==> src/rtl/hga_display_scanout.sv <==
// Programmable-timing VGA/RGB-LCD scanout: PCLK/HSYNC/VSYNC/DE generation fed from a pixel FIFO.
// Define HGA_SCANOUT_TESTPAT_EN to add the pat_en input and the built-in colour-bar generator.
module hga_display_scanout #(
  parameter int H_ACTIVE   = 640,
  parameter int H_FP       = 16,
  parameter int H_SYNC     = 96,
  parameter int H_BP       = 48,
  parameter int V_ACTIVE   = 480,
  parameter int V_FP       = 10,
  parameter int V_SYNC     = 2,
  parameter int V_BP       = 33,
  parameter bit HS_POL     = 1'b0,
  parameter bit VS_POL     = 1'b0,
  parameter int COLOR_W    = 8,
  parameter int FIFO_DEPTH = 16,
  parameter int PCLK_DIV   = 2
) (
  input  logic                 clk,
  input  logic                 rsti,
  input  logic                 en,
  input  logic [3*COLOR_W-1:0] pix_data,
  input  logic                 pix_valid,
  output logic                 pix_ready,
  output logic                 frame_start,
  output logic                 underflow,
  input  logic                 underflow_clr,
`ifdef HGA_SCANOUT_TESTPAT_EN
  input  logic                 pat_en,
`endif
  output logic [COLOR_W-1:0]   VGAR,
  output logic [COLOR_W-1:0]   VGAG,
  output logic [COLOR_W-1:0]   VGAB,
  output logic                 PCLK,
  output logic                 HSYNC,
  output logic                 VSYNC,
  output logic                 DE
);

  localparam int H_TOTAL = H_ACTIVE + H_FP + H_SYNC + H_BP;
  localparam int V_TOTAL = V_ACTIVE + V_FP + V_SYNC + V_BP;
  localparam int HW      = (H_TOTAL > 1) ? $clog2(H_TOTAL) : 1;
  localparam int VW      = (V_TOTAL > 1) ? $clog2(V_TOTAL) : 1;
  localparam int DW      = $clog2(PCLK_DIV);
  localparam int AW      = $clog2(FIFO_DEPTH);
  localparam int PW      = AW + 1;
  localparam int PIX_W   = 3 * COLOR_W;

  localparam logic [HW-1:0] H_LAST   = HW'(H_TOTAL - 1);
  localparam logic [VW-1:0] V_LAST   = VW'(V_TOTAL - 1);
  localparam logic [VW-1:0] V_FS_PRE = VW'(V_TOTAL - 2);
  localparam logic [DW-1:0] DIV_LAST = DW'(PCLK_DIV - 1);
  localparam logic [DW-1:0] DIV_HALF = DW'(PCLK_DIV / 2);
  localparam logic [PW-1:0] FULL_CNT = PW'(FIFO_DEPTH);

  logic [DW-1:0]    div_cnt_q, div_cnt_d;
  logic [HW-1:0]    h_cnt_q, h_cnt_d;
  logic [VW-1:0]    v_cnt_q, v_cnt_d;
  logic [PW-1:0]    wr_ptr_q, wr_ptr_d;
  logic [PW-1:0]    rd_ptr_q, rd_ptr_d;
  logic             pix_ready_q, pix_ready_d;
  logic             frame_start_q, frame_start_d;
  logic             underflow_q, underflow_d;
  logic             pclk_q, pclk_d;
  logic             hsync_q, hsync_d;
  logic             vsync_q, vsync_d;
  logic             de_q, de_d;
  logic [PIX_W-1:0] colour_q, colour_d;

  logic [PIX_W-1:0] fifo_mem [FIFO_DEPTH];
  logic             tick;
  logic             push;
  logic             fifo_empty;
  logic             active_pos;
  logic             uf_set;
  logic [PW-1:0]    fill_next;

`ifdef HGA_SCANOUT_TESTPAT_EN
  // Eight equal-width bars across the active line, each channel at full scale or zero.
  function automatic logic [PIX_W-1:0] bar_colour(input logic [HW-1:0] h);
    int         band;
    logic [2:0] rgb;
    band = (int'(h) * 8) / H_ACTIVE;
    case (band)
      0:       rgb = 3'b111;
      1:       rgb = 3'b110;
      2:       rgb = 3'b011;
      3:       rgb = 3'b010;
      4:       rgb = 3'b101;
      5:       rgb = 3'b100;
      6:       rgb = 3'b001;
      default: rgb = 3'b000;
    endcase
    return {{COLOR_W{rgb[2]}}, {COLOR_W{rgb[1]}}, {COLOR_W{rgb[0]}}};
  endfunction
`endif

  assign tick       = (div_cnt_q == DIV_LAST);
  assign push       = pix_valid && pix_ready_q;
  assign fifo_empty = (wr_ptr_q == rd_ptr_q);
  assign active_pos = (int'(h_cnt_q) < H_ACTIVE) && (int'(v_cnt_q) < V_ACTIVE);

  always_comb begin
    div_cnt_d     = div_cnt_q;
    h_cnt_d       = h_cnt_q;
    v_cnt_d       = v_cnt_q;
    wr_ptr_d      = wr_ptr_q;
    rd_ptr_d      = rd_ptr_q;
    pclk_d        = pclk_q;
    hsync_d       = hsync_q;
    vsync_d       = vsync_q;
    de_d          = de_q;
    colour_d      = colour_q;
    frame_start_d = 1'b0;
    uf_set        = 1'b0;

    if (!en) begin
      div_cnt_d = '0;
      h_cnt_d   = '0;
      v_cnt_d   = '0;
      wr_ptr_d  = '0;
      rd_ptr_d  = '0;
      pclk_d    = 1'b0;
      hsync_d   = !HS_POL;
      vsync_d   = !VS_POL;
      de_d      = 1'b0;
      colour_d  = '0;
    end else begin
      div_cnt_d = tick ? '0 : div_cnt_q + 1'b1;
      pclk_d    = (div_cnt_d < DIV_HALF);
      if (push) begin
        wr_ptr_d = wr_ptr_q + 1'b1;
      end
      if (tick) begin
        // Outputs are registered from the current position, then the position advances.
        hsync_d = ((int'(h_cnt_q) >= H_ACTIVE + H_FP) &&
                   (int'(h_cnt_q) <  H_ACTIVE + H_FP + H_SYNC)) ? HS_POL : !HS_POL;
        vsync_d = ((int'(v_cnt_q) >= V_ACTIVE + V_FP) &&
                   (int'(v_cnt_q) <  V_ACTIVE + V_FP + V_SYNC)) ? VS_POL : !VS_POL;
        de_d    = active_pos;
        colour_d = '0;
        if (active_pos) begin
`ifdef HGA_SCANOUT_TESTPAT_EN
          if (pat_en) begin
            colour_d = bar_colour(h_cnt_q);
          end else
`endif
          if (!fifo_empty) begin
            colour_d = fifo_mem[rd_ptr_q[AW-1:0]];
            rd_ptr_d = rd_ptr_q + 1'b1;
          end else begin
            uf_set = 1'b1;
          end
        end
        if (h_cnt_q == H_LAST) begin
          h_cnt_d       = '0;
          v_cnt_d       = (v_cnt_q == V_LAST) ? '0 : v_cnt_q + 1'b1;
          frame_start_d = (v_cnt_q == V_FS_PRE);
        end else begin
          h_cnt_d = h_cnt_q + 1'b1;
        end
      end
    end

    fill_next   = wr_ptr_d - rd_ptr_d;
    pix_ready_d = en && (fill_next != FULL_CNT);
    // A new underflow in the same cycle as a clear request keeps the flag set.
    underflow_d = uf_set ? 1'b1 : (underflow_clr ? 1'b0 : underflow_q);
  end

  always_ff @(posedge clk or negedge rsti) begin
    if (!rsti) begin
      div_cnt_q     <= '0;
      h_cnt_q       <= '0;
      v_cnt_q       <= '0;
      wr_ptr_q      <= '0;
      rd_ptr_q      <= '0;
      pix_ready_q   <= 1'b0;
      frame_start_q <= 1'b0;
      underflow_q   <= 1'b0;
      pclk_q        <= 1'b0;
      hsync_q       <= !HS_POL;
      vsync_q       <= !VS_POL;
      de_q          <= 1'b0;
      colour_q      <= '0;
    end else begin
      div_cnt_q     <= div_cnt_d;
      h_cnt_q       <= h_cnt_d;
      v_cnt_q       <= v_cnt_d;
      wr_ptr_q      <= wr_ptr_d;
      rd_ptr_q      <= rd_ptr_d;
      pix_ready_q   <= pix_ready_d;
      frame_start_q <= frame_start_d;
      underflow_q   <= underflow_d;
      pclk_q        <= pclk_d;
      hsync_q       <= hsync_d;
      vsync_q       <= vsync_d;
      de_q          <= de_d;
      colour_q      <= colour_d;
    end
  end

  // Storage needs no reset; the pointers define which entries are meaningful.
  always_ff @(posedge clk) begin
    if (push && en) begin
      fifo_mem[wr_ptr_q[AW-1:0]] <= pix_data;
    end
  end

  assign pix_ready   = pix_ready_q;
  assign frame_start = frame_start_q;
  assign underflow   = underflow_q;
  assign PCLK        = pclk_q;
  assign HSYNC       = hsync_q;
  assign VSYNC       = vsync_q;
  assign DE          = de_q;
  assign VGAR        = colour_q[3*COLOR_W-1:2*COLOR_W];
  assign VGAG        = colour_q[2*COLOR_W-1:COLOR_W];
  assign VGAB        = colour_q[COLOR_W-1:0];

endmodule

==> config.mk <==
export PLATFORM = sky130hd
export DESIGN_NAME = hga_display_scanout
export DESIGN_NICKNAME = d
export VERILOG_FILES = /design/src/rtl/hga_display_scanout.sv
export SDC_FILE = /design/constraint.sdc
export NUM_CORES = 1
export LEC_CHECK = 0
export BUFFER_PORTS_ARGS = -buffer_cell sky130_fd_sc_hd__clkbuf_2
export CORE_MARGIN = 10
export CORE_UTILIZATION = 33
export CTS_CLUSTER_DIAMETER = 200
export DETAILED_ROUTE_END_ITERATION = 10
export RECOVER_POWER = 25
export SETUP_SLACK_MARGIN = 0.1
export SLEW_MARGIN = 25
export SYNTH_ARGS = -nofsm -noshare
export SYNTH_HDL_FRONTEND = slang
export SYNTH_SLANG_ARGS = --single-unit
==> constraint.sdc <==
create_clock -name clk -period 3.2 [get_ports clk]
set_clock_uncertainty 0.15 [all_clocks]
set_input_delay 0 -clock clk [delete_from_list [all_inputs] [get_ports clk]]
set_output_delay 0 -clock clk [all_outputs]
set_load 0.1 [all_outputs]
# --- After elaboration in Yosys (flattened, before gate mapping) ---
# Memory sizes are Yosys's and may differ from the RTL's.
# Index checks and enable logic that the tools add are counted.
# W data, S select, Z words.
op_classes:
  add_sub_neg: 6
  n_mul: 0
  div: 0
  magnitude_cmp: 7
  n_eq_ne: 7
  shifts: 0
  n_mux: 39
  n_bitwise: 0
  reduce_logical: 8
op_table:
  columns: ["op", "n"]
  rows:
  - ["$mux W24", 4]
  - ["$mux W10", 7]
  - ["$eq A10 B10 Y1 const B", 3]
  - ["$mux W5", 6]
  - ["$mux W1", 22]
  - ["$add A10 B1 Y10 const B", 2]
  - ["$lt A10 B10 Y1 const B", 2]
  - ["$lt A10 B9 Y1 const B", 2]
  - ["$add A5 B1 Y5 const B", 2]
  - ["$ge A10 B10 Y1 const B", 1]
  - ["$ge A10 B9 Y1 const B", 1]
  - ["$logic_and A1 B1 Y1", 6]
  - ["$eq A5 B5 Y1", 1]
  - ["$ne A5 B5 Y1 const B", 1]
  - ["$sub A5 B5 Y5", 1]
  - ["$ne A2 B1 Y1 const B", 2]
  - ["$reduce_and A2 Y1", 1]
  - ["$reduce_bool A2 Y1", 1]
  - ["$add A1 B1 Y1 const B", 1]
  - ["$lt A1 B1 Y1 const B", 1]
word_totals:
  regBits: 62
  latchBits: 0
  ramBits: 384
  romBits: 0
  output_inout_bits: 31
  wordCells: 81
  memories: 1
mem_list:
  columns: ["memory", "depth", "width", "read_ports", "rd_clocked_by_memory_dff", "wr", "line", "text"]
  rows:
  - ["fifo_mem", 16, 24, 1, 0, 1, "69", "logic [PIX_W-1:0] fifo_mem [FIFO_DEPTH];"]

# --- Depth between registers and ports, before layout ---
# Gate-level depths: netlist of run 1.
depth:
  depth_word: 8
  mapped_depth: 13
  depth_no_buf: 12

# --- Worst setup path after synthesis of run 1 ---
# Ideal clock, no wire load.
synth_path:
  path_type: "register to register"
  start: "register pix_ready_q (netlist: pix_ready)"
  end: "memory fifo_mem[0][0] (netlist name) (enable)"
  setup_ns: 0.435
  arrival_time_ns: 3.234
  t_required_ns: 2.615
  path_slack_ns: -0.620
  stages_incl_launch_ff: 5
  synth_period_minus_slack_ns: 3.820
  path_cell_list: "dfrtp_1 nand2_1 nor2_1 nand2_1 nor3_1"
synth_between:
  elab_chain_cells: 4
synth_lines:
  columns: ["item", "line", "text"]
  rows:
  - ["start: declaration", "60", "logic pix_ready_q, pix_ready_d;"]
  - ["start signal: assignment", "191", "pix_ready_q <= pix_ready_d;"]
  - ["$logic_and A1 B1 Y1", "98", "assign push = pix_valid && pix_ready_q;"]
  - ["$logic_and A1 B1 Y1", "204", "if (push && en) begin"]
  - ["$mux W1", "204", null]
  - ["$mux W1 (not written as such)", "205", "fifo_mem[wr_ptr_q[AW-1:0]] <= pix_data;"]
  - ["end: declaration", "69", null]
# Every way passes these cells.

# --- Worst setup path in the final report of run 1 ---
layout_path:
  start: "register rd_ptr_q[0]"
  end: "register pix_ready_q (netlist: pix_ready)"
layout_between:
  elab_chain_cells: 8
layout_lines:
  columns: ["item", "line", "text"]
  rows:
  - ["start: declaration", "59", "logic [PW-1:0] rd_ptr_q, rd_ptr_d;"]
  - ["start signal: assignment", "190", "rd_ptr_q <= rd_ptr_d;"]
  - ["$add A5 B1 Y5 or $eq A5 B5 Y1 (tied branches)", "149, 99", null]
  - ["$mux W5", "147", "if (!fifo_empty) begin"]
  - ["$mux W5", "141", "if (active_pos) begin"]
  - ["$mux W5 (*)", "133", "if (tick) begin"]
  - ["$mux W5 (*)", "116", "if (!en) begin"]
  - ["$sub A5 B5 Y5 (*)", "164", "fill_next = wr_ptr_d - rd_ptr_d;"]
  - ["$ne A5 B5 Y1 (*)", "165", "pix_ready_d = en && (fill_next != FULL_CNT);"]
  - ["$logic_and A1 B1 Y1 (*)", "165", null]
  - ["net pix_ready_d", "60", null]
# Mark *: on every way through the listed nets, which the timed path passes. The rest lies on a longest branch.
# A chain may end at the register's enable or synchronous reset.

==> out/metrics.csv, run 1 <==
metric;value;unit
GPL Wtd Cong;0.7557;
Critical Path Slowest Stage Cell;dfrtp_4;
worst-path maximum fanout;3;
total die area;62190;um2
Setup crit end kind;flop;
Die X;249.4;um
Lkg Pwr;6.882;nW
multi-input logic area;4178;um2
r2r setup slk;0.26;ns
Hold Vio Cnt, Final;0;
worst hold endpoint;fifo_mem[6][16]$_DFFE_PP_;
FP Rows;84;
final net count;1068;
Cell Area, Placed;18780;um2
Critical path origin;rd_ptr_q[0]$_DFF_PN0_;
fin cells;1750;
critical path's top delay family;XOR/XNOR gates;
initial antenna violation count;1;
Gate Count Post-Synth;889;
final instance area;20730;um2
HPWL Detailed;21960;um
RR Endpoint;pix_ready$_DFF_PN0_;
DR iter-0 viols;832;
H-Tree Depth;2;
drt wl/cell;23.12;um
initial core utilization;0.3318;
Setup WS post-layout;0.2606;ns
register area share after synthesis;0.7536;
pre-CTS setup slack;0.06564;ns
Pre-antenna DRT Iters;5;
clock sink total;446;
final wirelength;40460;um
maxcap violations;0;
vias in the first global route;9310;
most frequent cells in the layout;edfxtp_1 (384), mux4_2 (96), dfrtp_1 (56), nand2_1 (52), clkbuf_16 (46);
r2r startpoint;rd_ptr_q[0]$_DFF_PN0_;
Vias;8988;
core box area;52340;um2
crit path DAT;3.29;ns
HP Class;in -> reg;
Worst Max-Slew Pin Slew;0.9589;ns
CP peak stage delay;0.51;ns
Slew HR;0.3608;
post-route setup TNS;0;ns
Setup Viol. Count Final;0;
number of synthesized register bits;446;
Synth async-reset ratio;0.1390;
Buffers on Ports;59;
first-pass GRT wire length;60240;um
share of layout cells above drive strength 1;0.2721;
hold depth;2;
Worst-path clk slew;0.06;ns
CTS buffer count;45;
maximum vdd drop;0.3343;mV
CP Depth;12;
warnings from Yosys;0;
Util after Layout;0.3961;
# fillers;4745;
syn nets;931;
period utilisation layout;0.9186;
Total Power;12.98;mW
Antenna Cells;0;
Root Buffer;clkbuf_16;
Clock Path Buffers;3;
DP Cell Count;1633;
largest net degree at the start of global routing;73;
TritonCTS clock tree;built;
Avg Cell Area, Syn;19.53;um2
Max Transition Viols Final;0;
Bufs and invs on worst path;1;
Hold Path Origin;pix_data[16];
Area Growth Syn to Fin;19.40;%
DRC;0;
status;finished, final reports clean;
Tmin final;2.939;ns
Synth top area share;0.6641;
RSZ-0062 raised after global routing;false;
Seq. cell area;13100;um2
CP Class;reg -> reg;
commonest non-fill, non-tap cell in the layout;edfxtp_1;
Peak Freq;0.3402;GHz
worst hold slack;0.2397;ns
Pwr Density;626.2;nW/um2
DIE HEIGHT;249.4;um
area leader, netlist;edfxtp_1;
grt ovf;0;
Critical Path, Cell by Cell;xor2_2, nor3_2, a211oi_4, buf_4, mux2i_1, nand2b_1, ha_1, a21oi_2, o21ai_1, xor2_1, xnor3_1, a41oi_2;
Clock Latency Late Sink;0.58;ns
post-route ant nets;0;
Synth Flop Type;edfxtp_1;
top cells by area in the synthesized netlist;edfxtp_1 (66%), mux4_2 (12%), dfrtp_1 (8.6%);
DR vias/cell;5.136;
number of synthesized flops with an enable pin;384;
GRT Total Usage;0.1271;
Ports;60;
post-synth design cell area;17360;um2
Synth cell types;56;
worst reg2reg path depth;12;
Critical Path Start Type;flop;
required time of the critical path;3.55;ns
-- repair_timing --
item / 4_1_cts / 5_1_grt
gates resized for setup: 1 / 9
pin swaps: 0 / 1
hold buffers: 31 / 1
endpoints found under the setup margin: 1 / 8
setup buffers: 0 / 1
endpoints found under the hold margin: 472 / 60
cloned: 0 / 1
-- synthesized netlist by cell type, types with 2 or more instances --
master    number
mux2i_1        2
edfxtp_1     384
nand2b_1       9
buf_1          3
or3_1          3
o31ai_1        2
ha_1          13
xnor2_1        4
nor3_1         8
nand3_1        9
nand2_1       52
clkbuf_1      23
a21oi_1        6
nor2b_1        3
a221oi_1      24
and3_1         3
mux4_2        96
nand3b_1       2
buf_2         15
nand4_1        6
inv_1         13
nor2_1        35
dfstp_2        2
and2_1         2
xor2_1        16
a22o_1        24
nor4_1         3
dfrtp_1       60
o21ai_0       40
-- power breakdown --
| group | total, mW | switching, mW | leakage [nW] | internal (mW) |
|---|---|---|---|---|
| logic | 0.998 | 0.606 | 1.82 | 0.393 |
| clock network | 5.57 | 2.21 | 0.766 | 3.36 |
| registers | 6.41 | 0.0356 | 4.30 | 6.38 |
-- sequential cells by signal, indices dropped and copies added, names as in the netlist, 5 cells and up --
name,cells
colour_q,24
v_cnt_q,10
wr_ptr_q,5
h_cnt_q,10
rd_ptr_q,5
fifo_mem,384
-- kinds of logic (layout without fill, tap and decap cells) --
logic type | after synthesis | in the layout | synth area share
and+or+nand+nor | 143 | 143 | 0.03934
muxes | 98 | 98 | 0.1257
DFF | 446 | 446 | 0.7536
AOI/OAI and AO/OA | 109 | 109 | 0.04540
xor gates and xnor gates | 22 | 22 | 0.01232
adders and majority gates | 13 | 13 | 0.009368
buffers and inverters | 58 | 231 | 0.01434
-- metal layers --
layer | part of all wire | GRT usage | vias up
met3 | 0.061 | 0.02456 | 57
met2 | 0.48 | 0.2049 | 266
li1 | - | - | 3881
met5 | 0.00020 | 0 | -
met4 | 0.018 | 0.03602 | 2
met1 | 0.44 | 0.1719 | 4782
-- worst max-delay path by stage --
stage	to	slack [ns]
finish	pix_ready$_DFF_PN0_	0.26
global route	pix_ready$_DFF_PN0_	0.10
CTS	colour_q[0]$_DFFE_PN0N_	0.11
detailed placement	colour_q[16]$_DFFE_PN0N_	0.07
global placement	pix_ready$_DFF_PN0_	0.1
floorplan	fifo_mem[1][0]$_DFFE_PP_	-0.62
-- layout make-up --
cell class              count  area share
inverters                  14    0.002535
clock inverters            28     0.01955
flip-flops and latches    446      0.6316
well taps                 688     0.04152
repair buffers            134     0.04665
clock buffers              55     0.05661
multi-input cells         385      0.2015
No activity file was read; power rests on OpenSTA's default activity.
==> inputs of run 2 (changes only) <==
Clock period 3.2 ns to 3.7 ns, I/O delays scaled along.
==> out/metrics.csv, run 2 (synthesized netlist as in run 1, its figures left out) <==
metric;value;unit
first-pass GRT wire length;60070;um
Critical Path, Cell by Cell;xor2_2, nor2_1, a211oi_4, nand4_1, xor2_1, nand2b_1, ha_1, nand2_1, o21ai_0, xor2_1, xnor3_1, a41oi_2;
Critical Path Slowest Stage Cell;dfrtp_1;
Slew HR;0.3848;
DIE HEIGHT;249.4;um
total die area;62190;um2
HP Class;in -> reg;
post-route setup TNS;0;ns
pre-CTS setup slack;0.4605;ns
Clock Path Buffers;3;
CP Class;reg -> reg;
clock sink total;446;
vias in the first global route;9273;
Die X;249.4;um
final net count;1050;
DR vias/cell;5.062;
most frequent cells in the layout;edfxtp_1 (384), mux4_2 (96), dfrtp_1 (58), nand2_1 (52), clkbuf_16 (47);
Buffers on Ports;59;
core box area;52340;um2
Vias;8783;
share of layout cells above drive strength 1;0.2467;
worst-path maximum fanout;10;
Area Growth Syn to Fin;18.44;%
Ports;60;
RSZ-0062 raised after global routing;false;
Setup crit end kind;flop;
Clock Latency Late Sink;0.58;ns
Util after Layout;0.3929;
maxcap violations;0;
Hold Vio Cnt, Final;0;
Critical Path Start Type;flop;
final wirelength;39250;um
HPWL Detailed;21240;um
status;finished, final reports clean;
GRT Total Usage;0.1260;
FP Rows;84;
Worst Max-Slew Pin Slew;0.9228;ns
largest net degree at the start of global routing;100;
Pwr Density;535.0;nW/um2
Tmin final;3.276;ns
worst hold slack;0.2131;ns
Root Buffer;clkbuf_16;
Setup WS post-layout;0.4239;ns
TritonCTS clock tree;built;
Max Transition Viols Final;0;
DR iter-0 viols;655;
grt ovf;0;
CP peak stage delay;0.69;ns
Setup Viol. Count Final;0;
commonest non-fill, non-tap cell in the layout;edfxtp_1;
required time of the critical path;4.04;ns
Largest register FFs;384;
Peak Freq;0.3052;GHz
Worst-path clk slew;0.06;ns
CTS buffer count;46;
Resized Gates After CTS;0;
Lkg Pwr;6.761;nW
GPL Wtd Cong;0.7529;
Pre-antenna DRT Iters;5;
initial antenna violation count;2;
H-Tree Depth;2;
period utilisation layout;0.8854;
post-route ant nets;0;
drt wl/cell;22.62;um
DRC;0;
initial core utilization;0.3318;
maximum vdd drop;0.3336;mV
crit path DAT;3.61;ns
most frequent CP cell;xor2_1;
run 2: metal layers:
layer / GRT usage / share of wire
met2: 0.2022 / 0.48
met1: 0.1731 / 0.44
met5: 0 / 0.00018
met4: 0.03342 / 0.017
met3: 0.02321 / 0.057
run 2: final timing paths:
path / start / endpoint / slack [ns] / cells past startpoint
worst max-delay path: wr_ptr_q[2]$_DFF_PN0_ / pix_ready$_DFF_PN0_ / 0.42 / 12
worst min-delay path: pix_valid / wr_ptr_q[1]$_DFF_PN0_ / 0.21 / 4
worst max register to register: wr_ptr_q[2]$_DFF_PN0_ / pix_ready$_DFF_PN0_ / 0.42 / 12
worst min register to register: colour_q[3]$_DFFE_PN0N_ / colour_q[3]$_DFFE_PN0N_ / 0.33 / 2
max in group asynchronous: rsti / v_cnt_q[0]$_DFFE_PN0P_ / 1.59 / 4
min in group asynchronous: rsti / v_cnt_q[4]$_DFFE_PN0P_ / 0.49 / 3
run 2: critical path: cells and delay by family (launching register included):
family	cells	cell delay (ns)
simple gates	4	0.49
compound gates	3	0.74
flops	1	0.69
fa+ha+maj	1	0.34
xor+xnor	4	0.78
run 2: area by class of cell:
type | instances | area (um2)
well taps | 688 | 860.8
diodes | 1 | 2.502
multi-input cells | 385 | 4159
inverters | 14 | 52.55
repair buffers | 115 | 850.8
clock buffers | 61 | 1279
fillers | 4720 | 31770
clock inverters | 25 | 269.0
flip-flops and latches | 446 | 13090
run 2: what timing repair did:
item,in CTS,in global routing
hold endpoints to repair,476,0
buffers inserted,0,0
hold buffers,32,0
run 2: report_power, final:
| part | internal (mW) | total [mW] | switching, mW |
|---|---|---|---|
| Sequential | 5.52 | 5.54 | 0.0271 |
| Combinational | 0.317 | 0.831 | 0.515 |
| Clock | 2.73 | 4.63 | 1.90 |
| Total | 8.56 | 11.0 | 2.44 |
run 2: stage by stage:
stage | cells | power (mW) | instance area (um2)
final | 1735 | 11.00 | 20570
after global routing | 1735 | 11.41 | 20570
after CTS | 1734 | 11.14 | 20590
after detailed placement | 1616 | 6.468 | 18720
after global placement | 1616 | 6.457 | 18720
after floorplan | 889 | 6.233 | 17370
==> inputs of run 3 (changes only) <==
Settings changed: PLACE_DENSITY set to 0.54.
==> out/metrics.csv, run 3 (synthesized netlist as in run 1, its figures left out) <==
metric;value;unit
DIE HEIGHT;249.4;um
Hold Vio Cnt, Final;0;
Critical Path, Cell by Cell;xor2_1, nor2_1, a211oi_4, nand4_1, xor2_1, nand2b_1, ha_1, nand2_1, o21ai_0, xor2_1, xnor3_1, a41oi_2;
Die X;249.4;um
# fillers;4721;
required time of the critical path;4.05;ns
period utilisation layout;0.8744;
total die area;62190;um2
r2r startpoint;wr_ptr_q[3]$_DFF_PN0_;
Worst-path clk slew;0.06;ns
largest net degree at the start of global routing;96;
post-route ant nets;0;
DP Cell Count;1620;
GPL Wtd Cong;0.7416;
met2 Usage GRT;0.2027;
met1 GRT Util;0.1853;
Pwr Density;535.4;nW/um2
CP Class;reg -> reg;
drt wl/cell;23.49;um
commonest non-fill, non-tap cell in the layout;edfxtp_1;
hold depth;4;
vias in the first global route;9286;
Buffers on Ports;59;
DR iter-0 viols;589;
GRT Total Usage;0.1310;
HPWL Detailed;22380;um
HP Class;in -> reg;
Slew HR;0.4262;
most frequent CP cell;xor2_1;
r2r setup slk;0.46;ns
Largest register FFs;384;
final wirelength;40850;um
Clock Latency Late Sink;0.58;ns
Area Growth Syn to Fin;18.61;%
CP peak stage delay;0.64;ns
Vias;8862;
CTS buffer count;47;
Pre-antenna DRT Iters;4;
Critical Path Start Type;flop;
worst reg2reg path depth;12;
Worst Max-Slew Pin Slew;0.8594;ns
Tmin final;3.235;ns
Util after Layout;0.3935;
maximum vdd drop;0.3506;mV
GR Util met3;0.02590;
Critical Path Slowest Stage Cell;dfrtp_1;
Lkg Pwr;6.785;nW
Peak Freq;0.3091;GHz
DR vias/cell;5.096;
most used routing layer;met2;
Setup Viol. Count Final;0;
maxcap violations;0;
H-Tree Depth;2;
TritonCTS clock tree;built;
Clock Path Buffers;3;
RR Endpoint;pix_ready$_DFF_PN0_;
status;finished, final reports clean;
RSZ-0062 raised after global routing;false;
clock sink total;446;
final net count;1054;
initial core utilization;0.3318;
fin cells;1739;
Max Transition Viols Final;0;
worst-path maximum fanout;10;
crit path DAT;3.58;ns
FP Rows;84;
share of layout cells above drive strength 1;0.2543;
most frequent cells in the layout;edfxtp_1 (384), mux4_2 (96), dfrtp_1 (58), nand2_1 (52), clkbuf_16 (48);
first-pass GRT wire length;61990;um
DRC;0;
Ports;60;
worst hold slack;0.2004;ns
grt ovf;0;
Resized Gates After CTS;0;
Setup crit end kind;flop;
initial antenna violation count;1;
core box area;52340;um2
worst hold endpoint;wr_ptr_q[1]$_DFF_PN0_;
Root Buffer;clkbuf_16;
Hold Path Origin;pix_valid;
-- run 3: worst max-delay path: cells and delay by family (launching register included) --
kind | cells | cell delay [ns]
flip-flops | 1 | 0.64
XOR/XNOR | 4 | 0.78
adder cells (fa/ha/maj) | 1 | 0.33
AND/OR/NAND/NOR | 4 | 0.49
AO/OA/AOI/OAI | 3 | 0.77
-- run 3: metrics by stage --
step / area (um2) / power, mW / setup TNS [ns] / setup WS, ns
floorplan: 17370 / 6.233 / -5.675 / -0.1182
global placement: 18750 / 6.463 / 0 / 0.5177
detailed placement: 18770 / 6.469 / 0 / 0.4949
CTS: 20600 / 11.17 / 0 / 0.4689
global route: 20600 / 11.45 / 0 / 0.2693
finish: 20600 / 11.03 / 0 / 0.4647
-- run 3: layer usage --
metal  up-vias  part of all wire
li1       3869                 -
met1      4754              0.47
met2       197              0.47
met3        42             0.052
met4         0             0.016
met5         -                 0
-- run 3: worst max-delay path by stage --
stage                     cells past startpoint  slack (ns)                       end                   from
after floorplan                               4       -0.12  fifo_mem[1][0]$_DFFE_PP_    pix_ready$_DFF_PN0_
after global placement                       11        0.52       pix_ready$_DFF_PN0_  rd_ptr_q[0]$_DFF_PN0_
after detailed placement                     12        0.49       pix_ready$_DFF_PN0_  wr_ptr_q[3]$_DFF_PN0_
after CTS                                    12        0.47       pix_ready$_DFF_PN0_  wr_ptr_q[3]$_DFF_PN0_
after global routing                         12        0.27       pix_ready$_DFF_PN0_  wr_ptr_q[3]$_DFF_PN0_
final                                        12        0.46       pix_ready$_DFF_PN0_  wr_ptr_q[3]$_DFF_PN0_
-- run 3: cell type report --
class                      instances  area, um2  share of cell area
antenna                            1      2.502           0.0001215
clock buffer                      61       1280             0.06215
clock inverter                    26      251.5             0.01221
inverter                          14      52.55            0.002551
multi-input combinational        385       4158              0.2019
sequential                       446      13090              0.6357
tap                              688      860.8             0.04180
timing repair buffer             118      898.4             0.04362
-- run 3: power breakdown --
| part | switching [mW] | leakage [nW] | internal, mW |
|---|---|---|---|
| Combinational | 0.509 | 1.74 | 0.314 |
| Clock | 1.98 | 0.744 | 2.67 |
| Sequential | 0.0335 | 4.30 | 5.51 |
| Total | 2.52 | 6.78 | 8.50 |
-- run 3: timing repair --
item                                   in CTS  in global routing
buffers inserted                            0                  0
endpoints found under the hold margin     469                 60
hold buffers                               30                  1
